## src/rtl/systolic_seq_ctrl.sv

```systemverilog
// systolic_seq_ctrl: buffers A/B, clears the PE array, feeds skewed rows/columns, captures C = A x B mod 256.
module systolic_seq_ctrl #(
  parameter int Size = 4
) (
  input  logic                        clk,
  input  logic                        reset,
  input  logic                        ld_valid,
  output logic                        ld_ready,
  input  logic                        ld_sel,
  input  logic [2*$clog2(Size)-1:0]   ld_addr,
  input  logic [7:0]                  ld_data,
  input  logic                        start,
  output logic                        busy,
  output logic                        arr_reset,
  output logic [Size*8-1:0]           arr_ab,
  output logic [Size*8-1:0]           arr_bb,
  input  logic [Size*Size*8-1:0]      arr_pab,
  output logic                        res_valid,
  output logic [Size*Size*8-1:0]      res_data,
  output logic                        done
);
  localparam int CW = $clog2(3*Size);
  localparam logic [CW-1:0] LAST = CW'(3*Size-3);
  typedef enum logic [2:0] {IDLE, CLEAR, FEED, CAPTURE, DONE} state_t;
  state_t state_q, state_d;
  logic [CW-1:0] step_q, step_d;
  logic [Size*Size*8-1:0] a_q, b_q, res_q;
  logic valid_q, done_q, idle;
  int k;
  assign idle      = state_q == IDLE || state_q == DONE;
  assign ld_ready  = idle & ~reset;
  assign busy      = ~idle & ~reset;
  assign arr_reset = reset | (state_q == CLEAR);
  assign res_valid = valid_q;
  assign res_data  = res_q;
  assign done      = done_q;
  always_comb begin
    state_d = state_q;
    step_d  = step_q;
    case (state_q)
      IDLE, DONE: state_d = start ? CLEAR : state_q;
      CLEAR: begin
        state_d = FEED;
        step_d  = '0;
      end
      FEED: begin
        step_d  = step_q + CW'(1);
        state_d = step_q == LAST ? CAPTURE : FEED;
      end
      CAPTURE: state_d = DONE;
      default: state_d = IDLE;
    endcase
  end
  // row m / column m see element k = t-m, giving the diagonal skew
  always_comb begin
    arr_ab = '0;
    arr_bb = '0;
    k = 0;
    for (int i = 0; i < Size; i++) begin
      k = int'(step_q) - i;
      if (state_q == FEED && k >= 0 && k < Size) begin
        arr_ab[i*8 +: 8] = a_q[(i*Size+k)*8 +: 8];
        arr_bb[i*8 +: 8] = b_q[(k*Size+i)*8 +: 8];
      end
    end
  end
  always_ff @(posedge clk) begin
    if (reset) begin
      state_q <= IDLE;
      step_q  <= '0;
      a_q     <= '0;
      b_q     <= '0;
      res_q   <= '0;
      valid_q <= 1'b0;
      done_q  <= 1'b0;
    end else begin
      state_q <= state_d;
      step_q  <= step_d;
      done_q  <= state_q == CAPTURE;
      if (state_q == CAPTURE) begin
        res_q   <= arr_pab;
        valid_q <= 1'b1;
      end else if (state_q == DONE && start) begin
        valid_q <= 1'b0;
      end
      if (ld_ready && ld_valid) begin
        if (ld_sel) b_q[{ld_addr, 3'b000} +: 8] <= ld_data;
        else        a_q[{ld_addr, 3'b000} +: 8] <= ld_data;
      end
    end
  end
endmodule

```

## config.mk

```make
export PLATFORM = sky130hd
export DESIGN_NAME = systolic_seq_ctrl
export DESIGN_NICKNAME = d
export VERILOG_FILES = /design/src/rtl/systolic_seq_ctrl.sv
export SDC_FILE = /design/constraint.sdc
export NUM_CORES = 1
export LEC_CHECK = 0
export BUFFER_PORTS_ARGS = -buffer_cell sky130_fd_sc_hd__buf_4
export CAP_MARGIN = 20
export CORE_UTILIZATION = 40
export CTS_CLUSTER_DIAMETER = 100
export CTS_CLUSTER_SIZE = 10
export DETAILED_ROUTE_END_ITERATION = 7
export GPL_ROUTABILITY_DRIVEN = 0
export HOLD_SLACK_MARGIN = 0.02
export PLACE_DENSITY = 0.62
export SYNTH_ARGS = -nofsm -noshare
export SYNTH_HDL_FRONTEND = slang
export SYNTH_SLANG_ARGS = --single-unit
```

## constraint.sdc

```tcl
create_clock -name clk -period 5.11 [get_ports clk]
set_input_delay 0.2555 -clock clk [delete_from_list [all_inputs] [get_ports clk]]
set_output_delay 0.2555 -clock clk [all_outputs]
set_load 0.005 [all_outputs]
```

==> run_results.csv, run 1 <==
group,metric,value,unit
status,outcome,"completed",
final_layout,final_common_cell,"dfxtp_1",
floorplanning,initial_utilization,40.8,%
min_path,hp-start,"ld_data[4]",
timing,slew_viol_final,0,
timing,worstMarginPinSlew,1.05,ns
min_path,min_delay_path_depth,3,
power,p_int,4950,uW
logic_synthesis,synth_area,18700,um^2
power,cellPowerDensity,271,nW/um^2
critical_path,reg2reg_depth,4,
critical_path,rr_startpoint,"state_q[0]",
min_path,hold_end,"b_q[68]",
floorplanning,core_area,45800,um^2
final_layout,drive_above_1_share,24.6,%
logic_synthesis,async_flop_share,0,%
power,pwr-share-seq,47.7,%
clock_tree,cts_buffers,45,
timing,setup_viol,0,
global_routing,grtUsageTotal,25.7,%
timing,max_slew_margin,29.9,%
floorplanning,rows,78,
floorplanning,die_area,47600,um^2
clock_tree,clock_latency,0.57,ns
power,vdd_drop_max,0.214,mV
drt,ant_nets,0,
floorplanning,die_x,218,um
drt,wl_per_cell,21.6,um
drt,drt_first_pass_iters,5,
global_routing,antenna_found_initial,1,
critical_path,r2r-end,"a_q[99]",
logic_synthesis,ys_types,55,
timing,finalSetupTns,0,ns
floorplanning,ios,342,
clock_tree,clkTransAtPathRegs,0.05,ns
power,p_switching,1590,uW
clock_tree,htree_levels,2,
global_routing,grt_pass1_vias,15900,
critical_path,slowest_stage,"a2111oi_0",
timing,finalCritPeriodShare,87.3,%
global_routing,grt_overflow,0,
clock_tree,post_cts_buffers,0,
logic_synthesis,syn_nets,2010,
timing,fin_crit,4.46,ns
clock_tree,cts_buffer_depth,3,
placement,pre_cts_ws,0.930,ns
placement,hpwl,42.3,mm
timing,setup_ws,0.647,ns
power,finalPower,6540,uW
job,maxCapViolCount,0,
logic_synthesis,ys_seq_elements,393,
timing,rsz0062_at_grt,"no",
critical_path,crit_start,"step_q[2]",
drt,finalWirelength,61.5,mm
global_routing,grt_max_degree,228,
critical_path,r2r_slack,2.01,ns
final_layout,n_fill_cell,4016,
logic_synthesis,synth_seq_area_share,42.1,%
global_routing,gr-usage-met2,43.2,%
global_routing,grt_util_met1,32.4,%
logic_synthesis,synth_edf_count,0,
critical_path,critPathMaxStageDelay,0.68,ns
timing,hold_viol,0,
final_layout,syn_to_final_growth,29.1,%
critical_path,arrival,4.21,ns
final_layout,finalNetCount,2407,
global_routing,use_met3,5.37,%
timing,fmax,0.224,GHz
placement,io_buffers,341,
critical_path,critical_path_class,"register to output pin",
global_routing,busiest_layer,"met2",
timing,final.setup_skew,0.0185,ns
critical_path,path_cells,"inv_1 -> ha_1 -> xor2_2 -> buf_4 -> inv_1 -> ha_1 -> nand2b_1 -> a2111oi_0 -> nand2_1 -> o22ai_1 -> buf_4",
global_routing,grt_pass1_wl,94.1,mm
logic_synthesis,ys.flop_type,"dfxtp_1",
drt,vias,15500,
critical_path,end_kind,"output pin",
clock_tree,root_buffer,"clkbuf_16",
power,p_sw_share,24.3,%
logic_synthesis,avgSynthCellArea,10.1,um^2
power,comb_power_share,9.3,%
critical_path,cp_max_fo,23,
drt,first_iter_violations,1110,
drt,vias_per_cell,5.43,
clock_tree,cts_tree,"done",
logic_synthesis,syn_inst,1851,
min_path,min_path_type,"input port to register",
critical_path,startpoint_type,"register",
critical_path,cp.required,4.85,ns
floorplanning,die_y,218,um
power,pwr-share-clk,43.0,%
clock_tree,cts_sinks,393,
drt,drc_errors,0,
final_layout,layout_common_cells,"dfxtp_1 (390), buf_4 (352), nand2_1 (311)",
logic_synthesis,yosysWarnings,0,
power,leakagePower,0.0101,uW
==> state kept, by name, indices dropped and copies added, names as in the netlist <==
| name | count |
|---|---|
| state_q | 3 |
| res_valid | 1 |
| done | 1 |
| step_q | 4 |
| res_data | 128 |
| a_q | 128 |
| b_q | 128 |
==> cell usage after synthesis (all sizes together), types with 2 or more instances <==
| cell type | n | area [um^2] |
|---|---|---|
| and4 | 3 | 26.3 |
| a21oi | 149 | 746 |
| nand2b | 244 | 1530 |
| ha | 14 | 175 |
| xnor2 | 3 | 26.3 |
| and3 | 20 | 125 |
| xor2 | 3 | 26.3 |
| buf | 37 | 185 |
| nor4b | 3 | 32.5 |
| o22ai | 8 | 50.1 |
| nand3b | 2 | 15.0 |
| nor2b | 20 | 125 |
| o21ai | 19 | 95.1 |
| inv | 10 | 37.5 |
| clkbuf | 104 | 390 |
| nor3b | 3 | 22.5 |
| o31ai | 2 | 15.0 |
| nor4 | 2 | 42.5 |
| or2 | 2 | 12.5 |
| or4 | 2 | 18.8 |
| nand3 | 16 | 120 |
| dfxtp | 393 | 7870 |
| nand2 | 312 | 1170 |
| and2 | 5 | 31.3 |
| mux2i | 276 | 2760 |
| a2bb2oi | 3 | 26.3 |
| nor2 | 47 | 201 |
| nand4 | 15 | 150 |
| mux4 | 109 | 2450 |
| a21o | 2 | 15.0 |
| nand4b | 5 | 43.8 |
| nor3 | 7 | 57.6 |
==> cell families (layout without fill, tap and decap cells) <==
kind of cell | Yosys count | count (layout) | share of synthesized area, %
adder cells (fa/ha/maj) | 14 | 14 | 0.937
multiplexers | 386 | 386 | 28.0
AO/OA/AOI/OAI | 188 | 188 | 5.28
AND/OR/NAND/NOR | 713 | 713 | 20.1
flip-flops | 393 | 393 | 42.1
other | 0 | 2 | 0
buffers and inverters | 151 | 551 | 3.28
XOR/XNOR | 6 | 6 | 0.281
==> how the worst max path moves through the flow <==
| stage | to | depth (start not counted) | slack [ns] |
|---|---|---|---|
| floorplan | arr_ab[16] | 12 | 0.78 |
| global placement | arr_ab[22] | 11 | 1.01 |
| detailed placement | arr_ab[23] | 11 | 0.93 |
| CTS | arr_ab[23] | 11 | 0.28 |
| global route | arr_ab[20] | 11 | 0.32 |
| finish | arr_ab[23] | 11 | 0.65 |
==> what timing repair did <==
item	CTS	global route
setup endpoints to repair	0	6
hold endpoints to repair	144	0
resized for setup	0	1
hold buffers	136	0
==> worst max-delay path: cells and delay by family, from the launching register on <==
family | cells | cell delay (ns)
compound gates | 2 | 0.98
xor+xnor | 1 | 0.12
fa+ha+maj | 2 | 0.57
buf+inv | 4 | 0.82
flops | 1 | 0.65
simple gates | 2 | 0.49
==> metal layers <==
metal | vias to the layer above | share of wire, %
li1 | 7187 | -
met1 | 7603 | 41
met2 | 572 | 49
met3 | 127 | 6.2
met4 | 0 | 3.7
met5 | - | 0
==> layout make-up <==
type,instances,area [um^2],area share (%)
Sequential cell,393,7870,32.6
Timing Repair Buffer,491,4040,16.8
Clock inverter,4,46.3,0.192
Inverter,10,37.5,0.156
Antenna cell,2,5.00,0.0207
Clock buffer,46,1130,4.68
Multi-Input combinational cell,1307,10200,42.4
Tap cell,600,751,3.11
==> stage by stage <==
step           util (%)  instance area [um^2]  hold WS (ns)  cells
2_1_floorplan         -                 18700         0.391   1851
3_3_place_gp       47.1                 21600         0.442   2663
3_5_place_dp       47.1                 21600         0.447   2663
4_1_cts            52.7                 24100        0.0254   2849
5_1_grt            52.7                 24100        0.0311   2852
6_report           52.7                 24100        0.0568   2853
==> power groups by stage <==
stage	Sequential, uW	Clock [uW]	Combinational [uW]
CTS	3120	2880	607
global route	3120	3010	650
detailed placement	3180	0	517
floorplan	3170	0	314
finish	3120	2810	609
global placement	3180	0	511
Power figures use the tool's default switching activity.
==> run 2: changes to the inputs <==
- ABC_AREA: default -> 1
- PLACE_DENSITY: 0.62 -> 0.61
==> run_results.csv, run 2 <==
group,metric,value,unit
power,finalPower,7240,uW
final_layout,drive_above_1_share,14.1,%
critical_path,critPathTopFamily,"buffers and inverters",
logic_synthesis,yosys.area_share.simple,32.5,%
clock_tree,post_cts_resize_count,0,
logic_synthesis,async_flop_share,0,%
min_path,min_delay_path_depth,2,
clock_tree,clock_latency,0.58,ns
logic_synthesis,synthMuxAreaShare,0,%
placement,hpwl,48.1,mm
logic_synthesis,synthTopCellsByCount,"nor2_1 (771), nand2_1 (547), dfxtp_1 (393), o21ai_0 (350), inv_1 (232)",
floorplanning,die_x,220,um
timing,max_slew_margin,8.87,%
global_routing,grtUsageTotal,28.9,%
drt,wl_per_cell,18.5,um
clock_tree,root_buffer,"clkbuf_16",
critical_path,cp_max_fo,12,
timing,finalCritPeriodShare,86.0,%
drt,first_iter_violations,1842,
critical_path,critPathMaxStageDelay,0.59,ns
floorplanning,die_y,220,um
logic_synthesis,synthAdderAreaFrac,0.921,%
floorplanning,rows,79,
critical_path,path_cells,"inv_1 -> ha_1 -> xor2_2 -> clkinv_1 -> ha_1 -> nand2_1 -> nand3_1 -> nor2_1 -> nand2_1 -> a21oi_1 -> buf_4",
final_layout,syn_to_final_growth,27.0,%
final_layout,instances_no_fill,3874,
min_path,min_path_type,"input port to register",
logic_synthesis,ys_types,35,
timing,worstMarginPinSlew,1.37,ns
global_routing,grt_pass1_wl,108,mm
logic_synthesis,yosysTopAreaCellShare,41.4,%
floorplanning,die_area,48400,um^2
power,leakagePower,0.0110,uW
placement,pre_cts_ws,1.50,ns
logic_synthesis,syn_inst,2937,
clock_tree,cts_buffers,45,
drt,wl_met1,29.2,mm
drt,drt_first_pass_iters,8,
drt,top_layer_used,"met4",
clock_tree,cts_sinks,393,
status,outcome,"complete, but fails checks",
global_routing,grt_pass1_vias,18600,
logic_synthesis,synth_area,19000,um^2
critical_path,arrival,4.14,ns
logic_synthesis,ys.flop_type,"dfxtp_1",
logic_synthesis,ys_top_cells_by_area,"dfxtp_1 (41%), nor2_1 (15%), nand2_1 (11%)",
floorplanning,initial_utilization,40.7,%
timing,final.setup_skew,0.0168,ns
critical_path,crit_cells,11,
drt,met3_length,5.83,mm
critical_path,r2r_slack,2.24,ns
final_layout,finalNetCount,3423,
logic_synthesis,syn_nets,3096,
timing,fmax,0.227,GHz
floorplanning,core_area,46800,um^2
critical_path,cp.required,4.85,ns
critical_path,slowest_stage,"dfxtp_1",
global_routing,antenna_found_initial,1,
logic_synthesis,yosysWarnings,0,
drt,route.met2.wl,33.3,mm
global_routing,grt_max_degree,258,
critical_path,critical_path_class,"register to output pin",
logic_synthesis,ys_seq_elements,393,
logic_synthesis,yosys.cell_count.top_type,"nor2_1",
timing,slew_viol_final,0,
final_layout,final_common_cell,"nor2_1",
timing,hold_viol,0,
global_routing,grt_overflow,0,
critical_path,path_buf_inv,3,
critical_path,startpoint_type,"register",
final_layout,n_fill_cell,4534,
power,vdd_drop_max,0.255,mV
drt,vias_per_cell,5.24,
logic_synthesis,synth_seq_area_share,41.4,%
drt,ant_nets,0,
critical_path,end_kind,"output pin",
job,maxCapViolCount,0,
logic_synthesis,synth_area_leader_cell,"dfxtp_1",
critical_path,reg2reg_depth,4,
logic_synthesis,avgSynthCellArea,6.48,um^2
timing,finalSetupTns,0,ns
timing,fin_crit,4.40,ns
logic_synthesis,synthXorXnorAreaFrac,0.224,%
timing,setup_viol,0,
timing,setup_ws,0.714,ns
drt,vias,20300,
status,violations,"DRC",
logic_synthesis,synth-compound-area-share,15.7,%
timing,rsz0062_at_grt,"no",
power,cellPowerDensity,300,nW/um^2
clock_tree,cts_tree,"done",
logic_synthesis,synth_edf_count,0,
clock_tree,htree_levels,2,
clock_tree,cts_buffer_depth,3,
placement,io_buffers,341,
placement,placed_cells,3693,
clock_tree,clkTransAtPathRegs,0.06,ns
drt,finalWirelength,71.5,mm
logic_synthesis,synth_top_family_by_area,"simple AND/OR/NAND/NOR gates",
floorplanning,ios,342,
final_layout,layout_common_cells,"nor2_1 (771), nand2_1 (547), dfxtp_1 (391)",
drt,drc_errors,8,
run 2: layout make-up:
type / instances / area [um^2] / share of cell area [%]
tap: 607 / 759 / 3.14
sequential: 393 / 7870 / 32.6
clock buffer: 46 / 1130 / 4.68
inverter: 238 / 905 / 3.74
antenna: 1 / 2.50 / 0.0104
clock inverter: 3 / 55.1 / 0.228
timing repair buffer: 487 / 4030 / 16.7
multi-input combinational: 2099 / 9400 / 38.9
run 2: what timing repair did:
action | CTS | global route
setup buffers | 0 | 0
hold buffers | 129 | 0
hold endpoints to repair | 131 | 0
run 2: path summary, 6_finish.rpt:
check,from,to
hold / removal,reset,b_q[3]
setup reg to reg,step_q[0],step_q[0]
setup / recovery,step_q[2],arr_bb[21]
hold reg to reg,a_q[77],a_q[77]
run 2: cells by family (layout without fill, tap and decap cells):
kind of cell	Yosys count	in the layout
AO/OA/AOI/OAI	585	585
XOR/XNOR	4	4
adder cells (fa/ha/maj)	14	14
buffers and inverters	445	774
flip-flops	393	393
other	0	1
AND/OR/NAND/NOR	1496	1496
run 2: layer usage:
metal | vias up | track usage (%)
li1 | 9912 | -
met1 | 9372 | 36.4
met2 | 847 | 47.8
met3 | 157 | 5.63
met4 | 0 | 12.9
met5 | - | 0
run 2: power breakdown:
| group | internal [uW] | switching, uW | total, uW |
|---|---|---|---|
| sequential | 3140 | 54.1 | 3200 |
| combinational | 427 | 755 | 1180 |
| clock | 1560 | 1300 | 2860 |
| total | 5130 | 2110 | 7240 |
run 2: stage by stage:
stage	hold slack [ns]	area (um^2)	util [%]
5_1_grt	0.0705	24200	51.7
4_1_cts	0.0430	24100	51.6
6_report	0.0622	24200	51.7
2_1_floorplan	0.422	19000	-
3_3_place_gp	0.454	21600	46.3
3_5_place_dp	0.457	21600	46.3
==> run 3: changes to the inputs <==
- CORE_ASPECT_RATIO: default -> 0.6
==> run_results.csv, run 3 (same netlist as run 2, synthesis figures left out) <==
group,metric,value,unit
status,outcome,"completed",
power,pwr-share-clk,39.3,%
critical_path,rr_startpoint,"state_q[0]",
floorplanning,die_x,284,um
critical_path,critical_path_class,"register to output pin",
drt,drc_errors,0,
final_layout,multiInputGateArea,9400,um^2
timing,worstMarginPinSlew,1.05,ns
critical_path,slowest_stage,"dfxtp_1",
clock_tree,clock_latency,0.57,ns
critical_path,path_buf_inv,3,
clock_tree,root_buffer,"clkbuf_16",
min_path,min_delay_path_depth,2,
power,vdd_drop_max,0.188,mV
timing,final.setup_skew,0.0132,ns
timing,finalSetupTns,0,ns
critical_path,startpoint_type,"register",
drt,drt_first_pass_iters,7,
placement,io_buffers,341,
global_routing,grt_overflow,0,
drt,vias,20500,
timing,setup_viol,0,
critical_path,critPathTopFamily,"simple AND/OR/NAND/NOR gates",
clock_tree,cts_tree,"done",
drt,vias_per_cell,5.25,
floorplanning,initial_utilization,40.8,%
global_routing,grt_max_degree,130,
clock_tree,htree_levels,2,
floorplanning,die_area,48500,um^2
power,cellPowerDensity,300,nW/um^2
timing,max_slew_margin,29.5,%
critical_path,reg2reg_depth,6,
final_layout,drive_above_1_share,14.2,%
final_layout,n_fill_cell,4511,
drt,wl_per_cell,18.2,um
global_routing,grtUsageTotal,27.8,%
power,leakagePower,0.0110,uW
global_routing,grt_pass1_wl,105,mm
timing,finalCritPeriodShare,89.4,%
min_path,min_path_type,"input port to register",
timing,fmax,0.219,GHz
clock_tree,cts_sinks,393,
drt,finalWirelength,71.2,mm
final_layout,final_common_cell,"nor2_1",
power,comb_power_share,16.8,%
clock_tree,cts_buffers,45,
global_routing,use_met3,8.27,%
timing,fin_crit,4.57,ns
final_layout,syn_to_final_growth,27.2,%
critical_path,cpMostUsedCell,"nand2_1",
critical_path,r2r_slack,2.21,ns
critical_path,crit_cells,13,
global_routing,grt_pass1_vias,18000,
critical_path,arrival,4.31,ns
critical_path,path_cells,"inv_1 -> ha_1 -> xor2_2 -> clkinv_1 -> ha_1 -> nand2_1 -> nand3_1 -> nor2_1 -> nand2_1 -> nor2_2 -> nand2_1 -> nor2_1 -> buf_4",
final_layout,finalNetCount,3426,
timing,hold_viol,0,
critical_path,endpoint,"arr_ab[16]",
clock_tree,clkTransAtPathRegs,0.07,ns
floorplanning,die_y,171,um
critical_path,crit_start,"step_q[2]",
power,p_switching,2120,uW
critical_path,critPathMaxStageDelay,0.61,ns
critical_path,end_kind,"output pin",
critical_path,cp_max_fo,12,
global_routing,grt_util_met1,40.0,%
floorplanning,rows,61,
global_routing,busiest_layer,"met1",
job,maxCapViolCount,0,
timing,slew_viol_final,0,
critical_path,r2r-end,"a_q[34]",
critical_path,cp.required,4.85,ns
drt,first_iter_violations,2558,
clock_tree,cts_buffer_depth,3,
clock_tree,post_cts_resize_count,0,
placement,hpwl,48.5,mm
floorplanning,ios,342,
final_layout,layout_common_cells,"nor2_1 (771), nand2_1 (547), dfxtp_1 (391)",
power,p_int,5130,uW
floorplanning,core_area,46600,um^2
global_routing,gr-usage-met2,39.9,%
power,p_sw_share,29.3,%
power,pwr-share-seq,43.9,%
timing,rsz0062_at_grt,"no",
drt,ant_nets,0,
final_layout,fin_util,51.9,%
global_routing,antenna_found_initial,2,
final_layout,regArea,7870,um^2
run 3: cell count changes in the layout (fill, tap and decap cells not counted), sizes merged:
| cell | change |
|---|---|
| buf | +3 |
| clkinv | -1 |
| inv | +2 |
run 3: repair_timing:
action	in CTS	in global routing
setup endpoints to repair	0	0
hold endpoints to repair	131	0
hold buffers	129	0
buffers inserted	0	0
run 3: power by group through the flow:
| stage | clock, uW | sequential (uW) | combinational, uW |
|---|---|---|---|
| after floorplan | 0 | 3250 | 636 |
| after global placement | 0 | 3250 | 1070 |
| after detailed placement | 0 | 3250 | 1080 |
| after CTS | 2890 | 3190 | 1170 |
| after global routing | 3010 | 3200 | 1310 |
| final | 2850 | 3190 | 1220 |
run 3: how the worst min path moves through the flow:
stage | start | to
2_1_floorplan | arr_pab[0] | res_data[0]
3_3_place_gp | a_q[1] | a_q[1]
3_5_place_dp | a_q[72] | a_q[72]
6_report | reset | done
4_1_cts | reset | res_valid
5_1_grt | reset | state_q[1]
run 3: stage by stage:
step | instance area (um^2) | std cells | hold WS (ns) | total power (uW) | worst slack, ns
finish | 24200 | 3901 | 0.118 | 7260 | 0.541
detailed placement | 21700 | 3719 | 0.455 | 4330 | 1.34
CTS | 24100 | 3898 | 0.0899 | 7250 | 0.729
global placement | 21700 | 3719 | 0.453 | 4320 | 1.44
floorplan | 19000 | 2937 | 0.422 | 3890 | 1.75
global route | 24200 | 3900 | 0.114 | 7510 | 0.306
run 3: cell type report:
| type | count | share of cell area [%] |
|---|---|---|
| Tap cell | 630 | 3.26 |
| Sequential cell | 393 | 32.5 |
| Antenna cell | 1 | 0.0103 |
| Inverter | 238 | 3.73 |
| Multi-Input combinational cell | 2099 | 38.9 |
| Clock inverter | 4 | 0.191 |
| Timing Repair Buffer | 490 | 16.8 |
| Clock buffer | 46 | 4.67 |
run 3: metal layers:
metal  vias to the layer above  part of all wire, %
met5                         -                 0.32
met4                         4                  2.0
met3                       115                   11
met2                       914                   42
met1                      9537                   45
li1                       9924                    -
